<file path="src/rtl/fetch_ctrl.sv">
// Instruction-fetch sequencer: owns the PC, runs the imem request handshake and
// keeps a single-entry output register toward decode with stall and redirect handling.
//
// state | meaning
// IDLE  | one bubble cycle after reset release
// READY | no request; waits for the output slot to free up
// REQ   | request phase; inst_addr_o held until inst_ack_i
module fetch_ctrl #(
    parameter logic [31:0] RESET_PC   = 32'h0000_0000,
    parameter logic [31:0] EXC_VECTOR = 32'h0000_0380
) (
    input  logic        clk,
    input  logic        rst,
    input  logic        stall_i,
    input  logic        branch_flag_i,
    input  logic [31:0] branch_target_address_i,
    input  logic        exc_flag_i,
    output logic        inst_req_o,
    output logic [31:0] inst_addr_o,
    input  logic        inst_ack_i,
    input  logic [31:0] inst_rdata_i,
    output logic        inst_valid_o,
    output logic [31:0] inst_o,
    output logic [31:0] pc_o
);

    typedef enum logic [1:0] {
        S_IDLE  = 2'd0,
        S_READY = 2'd1,
        S_REQ   = 2'd2
    } state_t;

    state_t      state, state_nxt;
    logic [31:0] fetch_pc, fetch_pc_nxt;
    logic        pend, pend_nxt;
    logic [31:0] pend_tgt, pend_tgt_nxt;
    logic        valid_nxt;
    logic [31:0] inst_nxt, pc_nxt;

    logic        consume, slot_free, redir, req_live, ack;
    logic [31:0] redir_tgt;

    assign consume   = inst_valid_o & ~stall_i;
    assign slot_free = ~inst_valid_o | consume;
    assign redir     = exc_flag_i | branch_flag_i;
    assign redir_tgt = exc_flag_i ? {EXC_VECTOR[31:2], 2'b00}
                                  : {branch_target_address_i[31:2], 2'b00};

    // The slot can only be occupied on entry to REQ (after a back-to-back ack);
    // once it drains it stays empty until the next ack, so the request never
    // drops once raised.
    assign req_live    = (state == S_REQ) & slot_free;
    assign ack         = req_live & inst_ack_i;
    assign inst_req_o  = req_live;
    assign inst_addr_o = fetch_pc;

    always_ff @(posedge clk or negedge rst) begin
        if (!rst) begin
            state        <= S_IDLE;
            fetch_pc     <= RESET_PC;
            pend         <= 1'b0;
            pend_tgt     <= 32'h0;
            inst_valid_o <= 1'b0;
            inst_o       <= 32'h0;
            pc_o         <= 32'h0;
        end else begin
            state        <= state_nxt;
            fetch_pc     <= fetch_pc_nxt;
            pend         <= pend_nxt;
            pend_tgt     <= pend_tgt_nxt;
            inst_valid_o <= valid_nxt;
            inst_o       <= inst_nxt;
            pc_o         <= pc_nxt;
        end
    end

    always_comb begin
        state_nxt    = state;
        fetch_pc_nxt = fetch_pc;
        pend_nxt     = pend;
        pend_tgt_nxt = pend_tgt;
        valid_nxt    = inst_valid_o & ~consume;
        inst_nxt     = inst_o;
        pc_nxt       = pc_o;

        case (state)
            S_IDLE:  state_nxt = S_READY;
            S_READY: if (slot_free) state_nxt = S_REQ;
            S_REQ: begin
                if (ack && !redir && !pend)
                    state_nxt = (consume || !inst_valid_o) ? S_REQ : S_READY;
            end
            default: state_nxt = S_IDLE;
        endcase

        if (redir) begin
            valid_nxt = 1'b0;
            if (req_live && !ack) begin
                // Address must stay put until the ack; remember where to go.
                pend_nxt     = 1'b1;
                pend_tgt_nxt = redir_tgt;
            end else begin
                fetch_pc_nxt = redir_tgt;
                pend_nxt     = 1'b0;
            end
        end else if (ack) begin
            if (pend) begin
                fetch_pc_nxt = pend_tgt;
                pend_nxt     = 1'b0;
            end else begin
                valid_nxt    = 1'b1;
                inst_nxt     = inst_rdata_i;
                pc_nxt       = fetch_pc;
                fetch_pc_nxt = fetch_pc + 32'd4;
            end
        end
    end

endmodule

</file>
<file path="config.mk">
export PLATFORM = sky130hd
export DESIGN_NAME = fetch_ctrl
export DESIGN_NICKNAME = d
export VERILOG_FILES = /design/src/rtl/fetch_ctrl.sv
export SDC_FILE = /design/constraint.sdc
export NUM_CORES = 1
export LEC_CHECK = 0
export ABC_CLOCK_PERIOD_IN_PS = 4600
export BUFFER_PORTS_ARGS = -buffer_cell sky130_fd_sc_hd__buf_4
export CAP_MARGIN = 40
export CORE_MARGIN = 1
export CORE_UTILIZATION = 58
export CTS_BUF_LIST = sky130_fd_sc_hd__clkbuf_4 sky130_fd_sc_hd__clkbuf_8
export CTS_CLUSTER_DIAMETER = 60
export DETAILED_ROUTE_END_ITERATION = 16
export PLACE_DENSITY = 0.89
export SLEW_MARGIN = 20
export SYNTH_ARGS = -nofsm -noshare
export SYNTH_HDL_FRONTEND = slang
export SYNTH_SLANG_ARGS = --single-unit
</file>
<file path="constraint.sdc">
create_clock -name clk -period 4.6 [get_ports clk]
set_clock_uncertainty 0.2 [all_clocks]
set_input_delay 0.69 -clock clk [delete_from_list [all_inputs] [get_ports clk]]
set_output_delay 0.69 -clock clk [all_outputs]
set_load 0.01 [all_outputs]
</file>
# ---- Word-level counts from Yosys, hierarchy flattened
# Index checks and enable logic that the tools add are counted.
dict set report word_totals {
  regBits 132
  latch_bits 0
  ramBits 0
  romBits 0
  input_bits 70
  word_cells 53
  memories 0
}
dict set report op_classes {
  n_addsub 1
  n_mul 0
  div 0
  magnitude_cmp 0
  eq_ne 5
  shifts 0
  mux 15
  bitwise 11
  reduce_logical 14
}
# op n
set ops {}
lappend ops {{two-way mux 32 bit} 5}
lappend ops {{adder 32 x 3 -> 32 bit (second input constant)} 1}
lappend ops {{two-way mux 1 bit} 6}
lappend ops {{two-way mux 2 bit} 3}
lappend ops {{case mux 2 bit (3 select lines)} 1}
lappend ops {{AND reduction 2 bit} 3}
lappend ops {{inverter 1 bit} 5}
lappend ops {{bitwise AND 1 bit} 4}
lappend ops {{logical NOT 1 bit} 4}
lappend ops {{inequality test 2 bit (second input constant)} 2}
lappend ops {{logical AND 1 bit} 3}
lappend ops {{AND reduction 3 bit} 1}
lappend ops {{== test 2 x 1 -> 1 bit (second input constant)} 1}
lappend ops {{== test 2 bit (second input constant)} 1}
lappend ops {{logical NOT 2 bit} 1}
lappend ops {{inequality test 2 x 1 -> 1 bit (second input constant)} 1}
lappend ops {{OR 1 bit} 2}
lappend ops {{nonzero test 2 bit} 1}
lappend ops {{logical OR 1 bit} 1}

# ---- Longest topological paths before layout
# Gate-level depths: netlist of the first run.
dict set report logic_depth {
  word_depth 9
  depth_mapped 7
  depth_no_buf 6
}

# ---- Worst setup path after synthesis of the first run
# Ideal clock, no wire load.
dict set report synth_path {
  kind {in2reg}
  start {input port inst_ack_i}
  end {register fetch_pc[16] (netlist: inst_addr_o[16])}
  setup_time_ns 0.126
  t_arrival_ns 1.875
  required_ns 4.274
  setup_slack_ns 2.399
  stages 5
  path_buffers 2
  cell_sequence {buf_2 > nor3_1 > clkbuf_1 > nor2_1 > a221o_1}
}
dict set report synth_via {
  elab_chain_cells 5
  elab_cells_between_ends 6
  classes_between {eq/ne (1); bitwise (1); reduce/logical (4)}
}
# item line
set synth_lines {}
lappend synth_lines {{start, declared} 20} ;# input logic inst_ack_i,
lappend synth_lines {{bitwise AND 1 bit (*)} 53} ;# assign ack = req_live & inst_ack_i;
lappend synth_lines {{logical NOT 1 bit} 98} ;# if (req_live && !ack) begin
lappend synth_lines {{logical AND 1 bit} 98}
lappend synth_lines {{inequality test 2 bit (no source line)} --}
lappend synth_lines {{AND reduction 2 bit (no source line) (*)} --}
lappend synth_lines {{end signal, assigned} 68} ;# fetch_pc <= fetch_pc_nxt;
lappend synth_lines {{end, declared} 34} ;# logic [31:0] fetch_pc, fetch_pc_nxt;
# Every way passes the cells marked *; elsewhere a longest branch is shown, timed or not.
# A chain may end at the register's enable or synchronous reset.

# ---- Worst setup path after layout of the first run
dict set report layout_path {
  start {register state[0]}
  end {register pend_tgt[18]}
}
dict set report layout_via {
  elab_chain_cells 6
}
# item line
set layout_lines {}
lappend layout_lines {{start, declared} 33} ;# state_t state, state_nxt;
lappend layout_lines {{start signal, assigned} 67} ;# state <= state_nxt;
lappend layout_lines {{== test 2 bit (*)} 52} ;# assign req_live = (state == S_REQ) & slot_free;
lappend layout_lines {{bitwise AND 1 bit (*)} 52}
lappend layout_lines {{bitwise AND 1 bit} 53}
lappend layout_lines {{logical NOT 1 bit} 98}
lappend layout_lines {{logical AND 1 bit (*)} 98}
lappend layout_lines {{AND reduction 2 bit (no source line) (*)} --}
lappend layout_lines {{end signal, assigned} 70} ;# pend_tgt <= pend_tgt_nxt;
lappend layout_lines {{end, declared} 36} ;# logic [31:0] pend_tgt, pend_tgt_nxt;
# Marked as above.

==> results of run 1 <==
-- registers in the layout, indices dropped and copies added (netlist names) --
signal / cells
inst_addr_o: 30
pc_o: 30
inst_o: 32
pend_tgt: 30
inst_valid_o: 1
pend: 1
state: 2
-- report_power, final --
group	switching [W]	internal, W	total, W	leakage [nW]
Sequential	0.000144	0.00127	0.00141	1.62
Combinational	0.000330	0.000312	0.000642	2.02
Clock	0.000423	0.000644	0.00107	0.216
-- final cells by class --
cell class / instances / area (µm²) / area share
multi-input combinational: 520 / 2630 / 0.339
timing repair buffer: 172 / 1340 / 0.172
sequential: 126 / 3150 / 0.406
tap: 133 / 166 / 0.0214
inverter: 9 / 33.8 / 0.00435
clock buffer: 21 / 289 / 0.0372
clock inverter: 10 / 160 / 0.0206
-- path summary, 6_finish.rpt --
path / to / slack [ns]
setup / recovery: pend_tgt[18] / 1.83
max in group asynchronous: inst_addr_o[18] / 3.28
setup reg to reg: pend_tgt[18] / 1.83
hold reg to reg: pc_o[10] / 0.28
min in group clk: inst_o[25] / 0.26
hold / removal: inst_o[15] / 0.02
-- worst max-delay path: stages (launching register included) --
cell	delay [ns]
dfrtp_1	0.41
nand2b_1	0.18
nor3_1	0.51
buf_4	0.28
nand2_1	0.44
buf_4	0.42
o21ai_0	0.24
-- kinds of logic (layout without fill, tap and decap cells) --
| logic type | count (synthesis) | after routing | synth area share |
|---|---|---|---|
| compound gates | 142 | 142 | 0.147 |
| xor+xnor | 13 | 13 | 0.0189 |
| fa+ha+maj | 1 | 1 | 0.00208 |
| buf+inv | 59 | 212 | 0.0423 |
| flops | 126 | 126 | 0.523 |
| mux | 4 | 4 | 0.00664 |
| other cells | 1 | 4 | 0.000622 |
| simple gates | 356 | 356 | 0.259 |
-- through the flow --
stage	setup slack, ns	cell area [µm²]	instances	total power (W)
floorplan	2.40	6040	705	0.00169
global placement	1.51	7260	956	0.00203
detailed placement	1.49	7300	958	0.00207
CTS	1.82	7750	989	0.00313
global route	1.61	7770	991	0.00327
finish	1.83	7770	991	0.00312
-- synthesized netlist by cell type, types with 3 or more instances --
master,n
nand2_1,264
dfrtp_1,126
o21ai_0,49
nor2_1,33
clkbuf_1,32
a21oi_1,23
a22oi_1,19
nand3_1,11
xnor2_1,10
a31oi_1,9
inv_1,9
o21ai_1,9
nand4_1,7
buf_1,6
buf_2,6
nor3_1,6
o211ai_1,6
buf_4,5
a22o_1,4
and4_1,4
mux2i_1,4
nand2b_1,4
nor2b_1,4
and2_1,3
nor3_2,3
nor4_2,3
o22a_1,3
o2bb2ai_1,3
xor2_1,3
-- metal layers --
metal / GRT usage / up-vias
met1: 0.453 / 2647
met2: 0.477 / 365
met3: 0.0633 / 39
met5: 0 / -
li1: - / 2635
met4: 0.127 / 0
==> run metrics, run 1 <==
status finished clean; DR iter-0 viols 658; Met1 Routed Length between 6 and 7 mm; dpl hpwl 11.5 mm; RSZ-0062 raised after global routing no; worst hold slack 0.0223 ns; kind of critical path reg2reg; gr usage total 0.317; Core Area 0.00991 mm²; Clock Path Buffers 2; Die ar. 0.0108 mm²; Vias 5,686; clk sinks 126; Worst Hold Class in2async; Num CTS Buffers 17; post-CTS setup buffer count 0; fin util 0.785; die width 104 µm; number of global-route vias before repair 5,473; RD Place Congestion 0.885; post-synth top area cell dfrtp_1; fillers 674; # setup viols final 0; IO Pins 168; Rows 36; # diodes 0; starting density of the core 0.608; setup TNS 0 ns; Tmin final 2.77 ns; power per cell area between 400 and 500 mW/mm²; sequential area share after synthesis 0.523; Synth Register Bits 126; leading cell type in the layout, fill and taps excluded nand2_1; top cells by area, synth dfrtp_1 (52%), nand2_1 (16%), o21ai_0 (4.1%); FF-to-FF path depth 6; Post-layout nets 917; CP Launch Point state[0]; cts repair resizes 0; met3 routed WL 1.54 mm; WL per Instance 16.6 µm; Root Buffer clkbuf_8; chip height around 100 µm; P_leak 3.85 nW; Reg-to-Reg Start state[0]; Max Fclk 0.361 GHz; relative slew slack 0.455; worst ir drop on vdd 0.234 mV; synthesized area per cell roughly 8.6 µm²; met2 wire len 7.60 mm; Synth Warn # 0; Layout area overhead 29.0%; Worst EP required 4.73 ns; global-route wire length before repair 27.3 mm; Hold Buf Count CTS 0; vias per inst 5.74; final number of hold-violating endpoints 0; initial antenna violation count 0; Worst Path Arrival 2.90 ns; launching element type of the critical path flip-flop; max-slew violations 0; GRT Residual Overflow 0; commonest non-fill, non-tap cells in the layout nand2_1 (264), buf_4 (167), dfrtp_1 (126), o21ai_0 (49), nor2_1 (33); EDFF count, synth 0; Top Metal Used met4; largest net degree at the start of global routing 59; Tcrit/Tclk final 0.603; DR pass1 iterations 5; Tightest Pin Transition 0.816 ns; clk_lat worst skew 0.42 ns; H-tree depth 4; Netlist cell types 54; Post-Syn Area around 0.006 mm²; Top FF cell, synth dfrtp_1; gate count of the mapped netlist 702; area share of the largest cell type after synthesis 0.523; CTS tree done; CP Capture Type flip-flop; PortBufs 161; # DRC 0; ANT nets after route 0; share of cells above drive strength 1 0.254; CP Max Fanout 30; drt total wl 16.4 mm; Synth async-reset ratio 1.00; Max Cap Violations 0; clock-pin slew on the worst setup and hold paths 0.07 ns
Power figures use the tool's default switching activity.
==> run 2, diff against run 1 <==
- ABC_CLOCK_PERIOD_IN_PS: 4600 -> 2890
- CORE_UTILIZATION: 58 -> 54
- PLACE_DENSITY: 0.89 -> 0.84
- clock period: 4.6 -> 2.89 ns (I/O delays scaled with it)
==> run metrics, run 2 (synthesis results as in run 1) <==
initial antenna violation count 0; gr usage total 0.306; Largest Register inst_o; reg2reg end inst_addr_o[26]; final number of hold-violating endpoints 0; Num CTS Buffers 17; WL per Instance 16.5 µm; FF-to-FF path depth 6; leading cell type in the layout, fill and taps excluded nand2_1; Max Fclk about 0.42 GHz; # DRC 0; # diodes 0; Clock Path Buffers 2; ANT nets after route 0; post-CTS setup buffer count 0; Worst EP required a little over 3 ns; Reg-to-Reg Start inst_addr_o[2]; Tcrit/Tclk final 0.829; number of global-route vias before repair around 5.4k; commonest non-fill, non-tap cells in the layout nand2_1 (264), buf_4 (174), dfrtp_1 (126), o21ai_0 (49), nor2_1 (33); starting density of the core 0.556; CTS tree done; setup TNS 0 ns; max reg flops 32; setup slack, reg-to-reg 0.49 ns; vias per inst 5.56; Worst Hold Class in2reg; Max Cap Violations 0; Layout area overhead 34.3%; gr busiest metal met2; chip height between 100 and 150 µm; share of cells above drive strength 1 0.248; # setup viols final 0; DR iter-0 viols between 600 and 700; Crit-path slowest cell nor4_4; Root Buffer clkbuf_8; Vias ~5.7k; relative slew slack 0.515; DR pass1 iterations 6; launching element type of the critical path flip-flop; Rows 38; PortBufs 161; met3 Use GR 0.0720; status finished clean; CP Max Fanout 8; global-route wire length before repair 27.1 mm; GR Util met1 0.424; fillers 707; Crit path top cell by count nand4_1; Tightest Pin Transition 0.727 ns; clk sinks 126; Post-layout nets between 900 and 1k; H-tree depth 4; clock-pin slew on the worst setup and hold paths 0.08 ns; P_leak 3.99 nW; Worst Setup EP inst_addr_o[26]; max-slew violations 0; GRT Residual Overflow 0; RSZ-0062 raised after global routing no; CP Capture Type flip-flop; Non-Filler Instances just over 1k; Inst Count DP 971; dpl hpwl 11.3 mm; IO Pins between 150 and 200; Die ar. 0.0116 mm²; worst ir drop on vdd 0.361 mV; largest net degree at the start of global routing 61; met2 GRT Util 0.488; slowest stage delay, CP around 0.53 ns; power per cell area between 600 and 700 mW/mm²; Worst Path Arrival 2.54 ns; Core Area roughly 0.011 mm²; drt total wl 17.0 mm; CP Launch Point inst_addr_o[2]; Tmin final 2.40 ns; RD Place Congestion 0.869; kind of critical path reg2reg; CP Cell Sequence ha_1 -> nand4_1 -> nor4_4 -> nand4_1 -> xor2_1 -> o211ai_1; die width 108 µm; clk_lat worst skew 0.44 ns
-- run 2: final cells by class --
type	count	area [µm²]	area share
flip-flops and latches	126	3150	0.389
multi-input cells	520	2630	0.325
repair buffers	208	1670	0.206
clock buffers	18	248	0.0306
clock inverters	13	188	0.0232
well taps	140	175	0.0216
inverters	9	33.8	0.00417
-- run 2: how the worst min path moves through the flow --
stage,start,endpoint,slack (ns),depth (start not counted)
2_1_floorplan,rst,inst_addr_o[10],-0.06,0
3_3_place_gp,state[1],state[0],0.25,1
3_5_place_dp,state[1],state[0],0.26,1
4_1_cts,inst_rdata_i[15],inst_o[15],0.005,3
5_1_grt,inst_rdata_i[15],inst_o[15],0.01,3
6_report,inst_rdata_i[15],inst_o[15],0.02,3
-- run 2: power by group --
part / switching, W / internal (W)
sequential: 0.000227 / 0.00202
clock: 0.000703 / 0.000962
combinational: 0.000543 / 0.000527
-- run 2: repair_timing --
item,in CTS,in global routing
hold buffers,32,0
setup endpoints to repair,0,0
hold endpoints to repair,70,0
resized for setup,0,0
-- run 2: critical path: cells and delay by family, from the launching register on --
family                     cells  cell delay [ns]
and+or+nand+nor                3             0.94
DFF                            1             0.51
adders and majority gates      1             0.30
AOI/OAI and AO/OA              1             0.18
xor gates and xnor gates       1             0.16
-- run 2: metrics by stage --
stage / hold WS (ns) / setup WS, ns / power [W] / area, µm² / util
3_3_place_gp: 0.246 / 0.595 / 0.00325 / 7340 / 0.677
6_report: 0.0200 / 0.494 / 0.00498 / 8100 / 0.747
4_1_cts: 0.00493 / 0.509 / 0.00499 / 8100 / 0.747
5_1_grt: 0.0101 / 0.356 / 0.00523 / 8100 / 0.747
3_5_place_dp: 0.256 / 0.557 / 0.00330 / 7340 / 0.677
2_1_floorplan: -0.0621 / 0.834 / 0.00270 / 6040 / -
-- run 2: layer usage --
layer	vias to the layer above	part of all wire
met5	-	0
met4	0	0.010
met3	16	0.089
met2	317	0.48
met1	2698	0.42
li1	2715	-
==> run 3, diff against run 2 <==
- ABC_CLOCK_PERIOD_IN_PS: 2890 -> 1990
- CORE_UTILIZATION: 54 -> 49
- PLACE_DENSITY: 0.84 -> 0.81
- clock period: 2.89 -> 1.99 ns (I/O delays scaled with it)
==> run metrics, run 3 (synthesis results as in run 1) <==
global-route wire length before repair ~30 mm; Post-layout nets 1,045; CP Launch Point state[0]; relative slew slack 0.619; max reg flops 32; clk_lat worst skew approximately 0.44 ns; largest net degree at the start of global routing 64; chip height 113 µm; Max Cap Violations 0; worst hold slack 0.0573 ns; Multi-input gate area between 0.002 and 0.003 mm²; # DRC 0; WL per Instance 16.9 µm; number of global-route vias before repair 5,897; P_leak 4.49 nW; # setup viols final 0; clk sinks 126; Tmin final slightly below 2 ns; Layout area overhead 49.9%; CTS tree done; starting density of the core 0.502; die width about 110 µm; DR iter-0 viols between 500 and 600; CP Max Fanout 7; Largest Register inst_o; Non-Filler Instances 1,134; Tightest Pin Transition 0.569 ns; worst ir drop on vdd approximately 0.38 mV; PortBufs roughly 160; # diodes 0; dpl hpwl 12.2 mm; status finished clean; total design power 0.00763 W; Core Area 0.0120 mm²; Die ar. 0.0127 mm²; power per cell area 845 mW/mm²; kind of critical path reg2reg; drt total wl 19.1 mm; gr usage total 0.301; Worst EP required 2.10 ns; Max Fclk a little over 0.5 GHz; initial antenna violation count 0; H-tree depth 4; launching element type of the critical path flip-flop; clock-pin slew on the worst setup and hold paths ~0.080 ns; CP Capture Type flip-flop; RD Place Congestion 0.886; Tcrit/Tclk final 0.991; worst hold path startpoint branch_target_address_i[8]; Inst Count DP 1,036; Storage cell area around 0.0032 mm²; Root Buffer clkbuf_8; fillers around 830; Reg-to-Reg Start state[0]; Rows 40; Clock Path Buffers 2; Vias roughly 6k; Num CTS Buffers 17; vias per inst 5.43; Worst Path Arrival 2.09 ns; Worst Hold Class in2reg; final number of hold-violating endpoints 0; RSZ-0062 raised after global routing yes; share of cells above drive strength 1 0.307; leading cell type in the layout, fill and taps excluded nand2_1; IO Pins 168; ANT nets after route 0; DR pass1 iterations 5; GRT Residual Overflow 0; max-slew violations 0; commonest non-fill, non-tap cells in the layout nand2_1 (263), buf_4 (233), dfrtp_1 (124), dlygate4sd3_1 (60), o21ai_0 (48); fin util 0.752
## run 3: cell types whose count changed in the layout (fill, tap and decap cells not counted), sizes merged
cell and delta:
buf +63, bufinv +1, clkinvlp -1, inv +1
dlygate4sd3 +28, clkinv +1
## run 3: timing repair
| item | in CTS | in global routing |
|---|---|---|
| endpoints found under the hold margin | 194 | 0 |
| pin swaps | 1 | 6 |
| gates cloned | 0 | 2 |
| endpoints found under the setup margin | 5 | 34 |
| gates resized for setup | 6 | 17 |
| hold buffers | 60 | 0 |
| buffers inserted | 0 | 4 |
## run 3: per-stage QoR
step,instance area (µm²),setup WS (ns),setup TNS (ns)
after CTS,8900,0.00569,0
after global routing,9040,-0.0403,-0.127
after floorplan,6040,0.00968,0
after detailed placement,7810,-0.0638,-0.125
after global placement,7800,-0.111,-0.195
final,9040,0.0182,0
## run 3: final timing paths
check	endpoint	slack, ns	cells past startpoint
max	inst_addr_o[10]	0.02	6
min	inst_addr_o[8]	0.06	3
max reg2reg	inst_addr_o[10]	0.02	6
min reg2reg	pc_o[12]	0.27	2
max in group asynchronous	pc_o[29]	0.89	3
min in group asynchronous	inst_o[25]	0.15	2
## run 3: power by group
group          total [W]  switching, W  leakage, nW  internal (W)
Combinational    0.00185      0.000924         2.64      0.000922
Sequential       0.00319      0.000251         1.62       0.00294
Clock            0.00260       0.00109        0.227       0.00151
Total            0.00763       0.00226         4.49       0.00537
## run 3: layout make-up
cell class,count,area share
clock inverters,15,0.0260
repair buffers,300,0.273
inverters,9,0.00402
well taps,147,0.0204
flip-flops and latches,126,0.349
clock buffers,17,0.0259
multi-input cells,520,0.301
## run 3: worst max-delay path: stages, from the launching register on
cell and delay (ns):
dfrtp_1 0.41, nand2b_1 0.21, buf_4 0.16, o21ai_2 0.15, o22ai_2 0.16, buf_4 0.19
a221o_1 0.35
## run 3: layer usage
metal	part of all wire	up-vias	global-route usage
met5	0	-	0
met4	0.0086	0	0.104
met3	0.087	17	0.0787
met2	0.48	310	0.503
met1	0.42	2928	0.380
li1	-	2905	-
